[src/rtl/rvvi_coverage_monitor.sv]
// Passive RVVI trace coverage collector: accumulates opcode/register/mode/interrupt
// bitmaps and event counters from a single-retire trace, plus sticky protocol flags.
module rvvi_coverage_monitor #(
  parameter int XLEN  = 64,
  parameter int CNT_W = 32
) (
  input  logic             clk,
  input  logic             reset_n,
  input  logic             clear,
  input  logic             valid,
  input  logic [63:0]      order,
  input  logic [31:0]      insn,
  input  logic             trap,
  input  logic             debug_mode,
  input  logic [XLEN-1:0]  pc_rdata,
  input  logic [1:0]       mode,
  input  logic [3:0]       intr,
  input  logic [31:0]      x_wb,
  input  logic [31:0]      f_wb,
  input  logic [31:0]      v_wb,
  input  logic [2:0]       access,
  output logic [CNT_W-1:0] retired_cnt,
  output logic [CNT_W-1:0] trap_cnt,
  output logic [CNT_W-1:0] debug_cnt,
  output logic [31:0]      opcode_hit,
  output logic [2:0]       cq_hit,
  output logic [31:0]      xreg_hit,
  output logic [31:0]      freg_hit,
  output logic [31:0]      vreg_hit,
  output logic [3:0]       mode_hit,
  output logic [3:0]       intr_hit,
  output logic [2:0]       access_hit,
  output logic [XLEN-1:0]  last_pc,
  output logic             order_err,
  output logic             illegal_mode,
  output logic [7:0]       cov_count
);

  // All coverage state in one record so reset and clear wipe it identically.
  typedef struct packed {
    logic             first_seen;
    logic [63:0]      prev_order;
    logic [CNT_W-1:0] retired;
    logic [CNT_W-1:0] traps;
    logic [CNT_W-1:0] debugs;
    logic [31:0]      opc;
    logic [2:0]       cq;
    logic [31:0]      xr;
    logic [31:0]      fr;
    logic [31:0]      vr;
    logic [3:0]       md;
    logic [3:0]       it;
    logic [2:0]       ac;
    logic [XLEN-1:0]  pc;
    logic             oerr;
    logic             ill;
  } cov_state_t;

  localparam int BIN_W = 32 + 3 + 32 + 32 + 32 + 4 + 4 + 3;

  cov_state_t st_q, st_d;

  function automatic logic [CNT_W-1:0] sat_inc(input logic [CNT_W-1:0] c);
    return (&c) ? c : c + CNT_W'(1);
  endfunction

  always_comb begin
    st_d = st_q;
    if (valid) begin
      st_d.first_seen = 1'b1;
      st_d.prev_order = order;
      st_d.pc         = pc_rdata;
      // 64-bit add wraps naturally, so all-ones followed by zero is in sequence.
      if (st_q.first_seen && (order != st_q.prev_order + 64'd1))
        st_d.oerr = 1'b1;
      if (mode == 2'd2)
        st_d.ill = 1'b1;
      if (debug_mode) begin
        st_d.debugs = sat_inc(st_q.debugs);
      end else begin
        st_d.md[mode] = 1'b1;
        st_d.it       = st_q.it | intr;
        if (trap) begin
          st_d.traps = sat_inc(st_q.traps);
        end else begin
          st_d.retired = sat_inc(st_q.retired);
          if (insn[1:0] == 2'b11)
            st_d.opc[insn[6:2]] = 1'b1;
          else
            st_d.cq[insn[1:0]] = 1'b1;
          // x0 is hardwired zero, so a write to it is never coverage.
          st_d.xr = st_q.xr | {x_wb[31:1], 1'b0};
          st_d.fr = st_q.fr | f_wb;
          st_d.vr = st_q.vr | v_wb;
          st_d.ac = st_q.ac | access;
        end
      end
    end
  end

  always_ff @(posedge clk or negedge reset_n) begin
    if (!reset_n)   st_q <= '0;
    else if (clear) st_q <= '0;
    else            st_q <= st_d;
  end

  assign retired_cnt  = st_q.retired;
  assign trap_cnt     = st_q.traps;
  assign debug_cnt    = st_q.debugs;
  assign opcode_hit   = st_q.opc;
  assign cq_hit       = st_q.cq;
  assign xreg_hit     = st_q.xr;
  assign freg_hit     = st_q.fr;
  assign vreg_hit     = st_q.vr;
  assign mode_hit     = st_q.md;
  assign intr_hit     = st_q.it;
  assign access_hit   = st_q.ac;
  assign last_pc      = st_q.pc;
  assign order_err    = st_q.oerr;
  assign illegal_mode = st_q.ill;

  logic [BIN_W-1:0] all_bins;
  assign all_bins = {st_q.opc, st_q.cq, st_q.xr, st_q.fr, st_q.vr,
                     st_q.md, st_q.it, st_q.ac};

  always_comb begin
    cov_count = 8'd0;
    for (int i = 0; i < BIN_W; i++)
      cov_count = cov_count + {7'd0, all_bins[i]};
  end

endmodule

[config.mk]
export PLATFORM = sky130hd
export DESIGN_NAME = rvvi_coverage_monitor
export DESIGN_NICKNAME = d
export VERILOG_FILES = /design/src/rtl/rvvi_coverage_monitor.sv
export SDC_FILE = /design/constraint.sdc
export NUM_CORES = 1
export LEC_CHECK = 0
export ABC_AREA = 0
export CAP_MARGIN = 20
export CORE_UTILIZATION = 40
export DETAILED_ROUTE_END_ITERATION = 16
export DONT_BUFFER_PORTS = 1
export RECOVER_POWER = 50
export REMOVE_ABC_BUFFERS = 1
export SLEW_MARGIN = 20
export SYNTH_ARGS = -nofsm -noshare
export SYNTH_HDL_FRONTEND = slang
export SYNTH_SLANG_ARGS = --single-unit
[constraint.sdc]
create_clock -name clk -period 10.8 [get_ports clk]
set_input_delay 1.08 -clock clk [delete_from_list [all_inputs] [get_ports clk]]
set_output_delay 1.08 -clock clk [all_outputs]
set_load 0.02 [all_outputs]
==> results.json <==
{
  "outcome": "finished, violations left",
  "violations": "capacitance limit, slew limit",
  "clock-sinks": 368,
  "max_slew.worst_pin.slew_ns": 1.95,
  "worstSetupEndpointType": "output port",
  "drc": 0,
  "area_growth_pct": -0.401,
  "grt_max_degree": 374,
  "die_h_um": 244,
  "grt_overflow": 0,
  "p_comb_frac": 0.257,
  "root_buffer": "clkbuf_16",
  "worstSetupPathType": "reg2out",
  "final_hold_viol_count": 0,
  "startpoint_type": "flop",
  "p_clk_frac": 0.377,
  "vdd_drop_max_mv": 0.304,
  "cp.arrival_ns": 8.34,
  "synth_cell_types": 72,
  "wire_per_inst_um": 20.1,
  "portBuffers": 0,
  "grt_use_total": 0.192,
  "finalCoreUtilization": 0.403,
  "pwr-share-seq": 0.366,
  "ff_latch_area_um2": 9210,
  "fin_cells": 2883,
  "finalPower_mw": 4.15,
  "cts_made_buffers": 44,
  "cts.clk_slew.worst_paths_ns": 0.06,
  "ys_ff_latch": 368,
  "powerDensity_nw_per_um2": 178,
  "die-area_um2": 59500,
  "cpMaxStageDelayCell": "fa_1",
  "synthArstFlopShare": 1.00,
  "timing.final.crit_share": 0.872,
  "crit_path_max_incr_delay_ns": 0.57,
  "finClkSkew_ns": 0.0156,
  "cts_max_level": 2,
  "clock_latency_ns": 0.56,
  "rows": 88,
  "p_leak_nw": 10.7,
  "relSlewSlack": -0.300,
  "rsz0062_at_grt": "no",
  "totalWireLength_um": 57800,
  "ant_nets": 0,
  "fin_tns_setup_ns": 0,
  "layout_min_cycle_time_ns": 9.42,
  "setup_viol": 0,
  "synth_warnings": 0,
  "synth_ff_type": "dfrtp_1",
  "vias": 15142,
  "power.internal_mw": 2.76,
  "pre_cts_ws_ns": 1.88,
  "grt_pass1_wl_um": 89900,
  "reg2reg_depth": 8,
  "avgViaCountPerCell": 5.25,
  "fin_ws_ns": 1.38,
  "cts_tree": "yes",
  "coreArea_um2": 57800,
  "layout_commonest_cell": "nor2_1",
  "cp.depth": 25,
  "multi_input_area_um2": 10800,
  "drt_iter0_markers": 995,
  "synth-edff-count": 0,
  "syn_inst": 2420,
  "synth_area_per_cell_um2": 9.67,
  "initial_core_util": 0.405,
  "crit_buf_inv": 8,
  "fillers": 5684,
  "seq_area_frac_synth": 0.393,
  "antenna_found_initial": 4,
  "cp_common_cell": "fa_1",
  "dr.pass1.iters": 5,
  "drv_cap": 1,
  "switching_share": 0.335,
  "grt_pass1_vias": 15388,
  "final_nets": 2508,
  "ctsResizeCount": 0,
  "cp.required_ns": 9.72,
  "clockBufferDepth": 3,
  "ios": 583,
  "post_cts_buffers": 0,
  "holdBufCountCts": 0,
  "drv_slew": 13,
  "critical-path-top-delay-family": "adder cells",
  "place_congestion": 0.859,
  "synth_area_um2": 23400,
  "hold_class": "in2async",
  "p_sw_mw": 1.39,
  "final_cell_mix": "nor2_1 (393), dfrtp_1 (368), inv_1 (214)",
  "drive_gt1_frac": 0.0534,
  "hpwl_um": 42700,
  "die_width_um": 244,
  "fmax_mhz": 106,
  "critPathMaxFanout": 3,
  "dp.cells": 2799
}
==> path summary, 6_finish.rpt <==
| kind | to | slack [ns] | from |
|---|---|---|---|
| max reg2reg | order_err | 7.27 | st_q[313] |
| max | cov_count[6] | 1.38 | mode_hit[0] |
| min reg2reg | st_q[368] | 0.49 | st_q[368] |
| min | last_pc[21] | 0.22 | reset_n |
| min in group clk | st_q[368] | 0.49 | st_q[368] |
| max in group asynchronous | xreg_hit[14] | 9.55 | reset_n |
==> layer usage <==
metal,GRT usage,share of wire,up-vias
met4,0.0811,0.040,0
met5,0,0,-
met2,0.310,0.47,534
li1,-,-,6922
met1,0.244,0.41,7557
met3,0.0502,0.077,129
==> cells by family (layout without fill, tap and decap cells) <==
group | after synthesis | in the layout | synth area share
simple gates | 737 | 737 | 0.152
buf+inv | 603 | 298 | 0.146
flops | 368 | 368 | 0.393
compound gates | 248 | 248 | 0.0612
xor+xnor | 171 | 171 | 0.0640
fa+ha+maj | 157 | 157 | 0.125
mux | 135 | 135 | 0.0578
other cells | 1 | 4 | 0.000160
==> power groups by stage <==
stage               clock, mW  combinational (mW)  sequential (mW)
finish                   1.56                1.07             1.52
CTS                      1.61                1.10             1.52
global placement            0                1.09             1.54
floorplan                   0               0.832             1.52
global route             1.67                1.24             1.52
detailed placement          0                1.09             1.54
==> stage by stage <==
stage | instance area, um^2 | hold slack [ns]
after floorplan | 20800 | 0.460
after global placement | 21800 | 0.479
after detailed placement | 21800 | 0.488
after CTS | 23300 | 0.183
after global routing | 23300 | 0.180
final | 23300 | 0.216
==> cell usage after synthesis, drive strengths merged, types with 20 or more instances <==
cell,instances,share of area
a21oi,164,0.035
and3,29,0.0080
and4,20,0.0076
buf,321,0.10
clkbuf,68,0.011
dfrtp,368,0.39
fa,128,0.11
ha,29,0.016
inv,214,0.034
mux2i,133,0.057
nand2,73,0.012
nand3,67,0.015
nand4,56,0.016
nor2,393,0.063
nor4,23,0.0085
o21ai,22,0.0047
xnor2,83,0.031
xor2,88,0.033
==> flip-flops by register name, summed over array words and instances (netlist names) <==
name	cells
intr_hit	4
xreg_hit	31
access_hit	3
freg_hit	32
opcode_hit	32
retired_cnt	32
mode_hit	4
vreg_hit	32
order_err	1
illegal_mode	1
debug_cnt	32
trap_cnt	32
st_q	65
cq_hit	3
last_pc	64
==> area by class of cell <==
class | count | share of cell area
antenna | 3 | 0.000322
clock buffer | 54 | 0.0519
clock inverter | 27 | 0.0142
inverter | 214 | 0.0345
multi-input combinational | 1449 | 0.462
sequential | 368 | 0.395
tap | 765 | 0.0411
timing repair buffer | 3 | 0.000805
Power figures use the tool's default switching activity.
==> variant, RTL diff (config.mk and constraints unchanged) <==
Change the parameter `CNT_W` from 32 to 16.
--- a/src/rtl/rvvi_coverage_monitor.sv
+++ b/src/rtl/rvvi_coverage_monitor.sv
@@ -2,7 +2,7 @@
 // bitmaps and event counters from a single-retire trace, plus sticky protocol flags.
 module rvvi_coverage_monitor #(
   parameter int XLEN  = 64,
-  parameter int CNT_W = 32
+  parameter int CNT_W = 16
 ) (
   input  logic             clk,
   input  logic             reset_n,
Ports: changed (resized debug_cnt, retired_cnt and trap_cnt); port bits go from 583 to 535. No check against the original RTL was run, so the function may have changed too.
==> variant against the original RTL <==
Maximum frequency increased by 1.2%. Largest cell class unchanged. Core utilization increased by 0.65 points. Final area down 12%. Sequential cell count is 48 lower. Largest power group unchanged. Area after synthesis shrank 13%. Via count fell by 13%. Routed wire length down 12%. Setup slack better by 0.11 ns. Power down 6.9%. Non-clock buffer count stayed put.
==> variant: results <==
set metrics [dict create \
    syn_inst 2097 \
    rr_worst_depth 10 \
    final_nets 2247 \
    htreeDepth 2 \
    muxShareOfSynthArea_pct 6.656 \
    numCtsBuffers 39 \
    antenna_found_initial 0 \
    via_per_inst 5.231 \
    gp_congestion 0.8826 \
    wl_um 50750 \
    r2r-start "st_q[256]" \
    ys_types 70 \
    dr.pass1.iters 5 \
    ir_drop_mv 0.2720 \
    synth_compound_area_share_pct 6.070 \
    grt_first_pass_wirelength_um 80200 \
    layout.cells.non_filler 2522 \
    worst_pin_slew_ns 1.163 \
    dp_slack_ns 1.956 \
    postPlaceCellArea_mm2 0.01919 \
    synth_fa_ha_area_share_pct 14.29 \
    grt_usage_pct 19.60 \
    largest_register_ffs 65 \
    ys_warn_count 0 \
    critPathSlowestCell "fa_1" \
    min_path_type "primary input to async pin" \
    drtIter0Drc 861 \
    outcome "completed" \
    cts_root_buffer "clkbuf_16" \
    cp_slowest_stage_delay_ns 0.55 \
    drive_gt1_share_pct 5.189 \
    power.internal_mw 2.534 \
    seqCellArea_mm2 0.008008 \
    ys_top_cells_by_count "344 x nor2_1, 320 x dfrtp_1, 254 x buf_4" \
    synth_seq_area_share_pct 39.12 \
    power_leakage_nw 9.635 \
    synth_top_family_by_area "buffers and inverters" \
    clkTransAtPathRegs_ns 0.06 \
    antenna_cells 0 \
    grt_pass1_vias 13550 \
    place_hpwl_um 37540 \
    grt_start_max_net_pins 325 \
    fillerInstances 4841 \
    ys_top_cells_by_area "dfrtp_1 39%, fa_1 13%, buf_4 9.3%" \
    clock_skew_ns 0.009348 \
    whs_ns 0.2368 \
    reg2reg_slack_ns 7.09 \
    ys.flop_type "dfrtp_1" \
    synthXorXnorAreaFrac_pct 5.648 \
    worst-endpoint-arrival_ns 8.23 \
    clock_latency_ns 0.54 \
]
## variant: worst max-delay path by stage
| stage | startpoint | end | slack [ns] | cells after the start |
|---|---|---|---|---|
| 2_1_floorplan | xreg_hit[18] | cov_count[6] | 2.69 | 23 |
| 3_3_place_gp | mode_hit[0] | cov_count[6] | 1.95 | 25 |
| 3_5_place_dp | mode_hit[0] | cov_count[6] | 1.96 | 25 |
| 4_1_cts | mode_hit[0] | cov_count[6] | 1.34 | 25 |
| 5_1_grt | mode_hit[0] | cov_count[6] | 1.03 | 25 |
| 6_report | mode_hit[0] | cov_count[6] | 1.49 | 25 |
## variant: area by class of cell
class	instances	area share [%]
clock inverters	18	1.300
repair buffers	3	0.1518
multi-input cells	1252	46.35
clock buffers	54	5.551
flip-flops and latches	320	38.87
well taps	672	4.081
inverters	203	3.698
## variant: metal layers
| layer | track usage [%] | wire, um | part of all wire (%) | up-vias |
|---|---|---|---|---|
| met5 | 0 | 0 | 0 | - |
| met4 | 6.355 | 1417 | 2.8 | 0 |
| met3 | 4.975 | 3632 | 7.2 | 84 |
| met2 | 32.25 | 24360 | 48 | 422 |
| met1 | 25.21 | 21340 | 42 | 6680 |
| li1 | - | - | - | 6006 |
## variant: worst reg2reg max path: cells and delay by family, from the launching register on
kind,cells,cell delay (ns)
xor gates and xnor gates,1,0.20
AOI/OAI and AO/OA,2,0.40
and+or+nand+nor,6,2.30
adders and majority gates,1,0.26
DFF,1,0.44
## variant: power groups by stage
stage | Sequential (mW) | Combinational, mW | Clock [mW]
3_5_place_dp | 1.36 | 1.13 | 0
2_1_floorplan | 1.34 | 0.861 | 0
5_1_grt | 1.34 | 1.27 | 1.51
3_3_place_gp | 1.36 | 1.12 | 0
6_report | 1.34 | 1.10 | 1.43
4_1_cts | 1.34 | 1.13 | 1.47
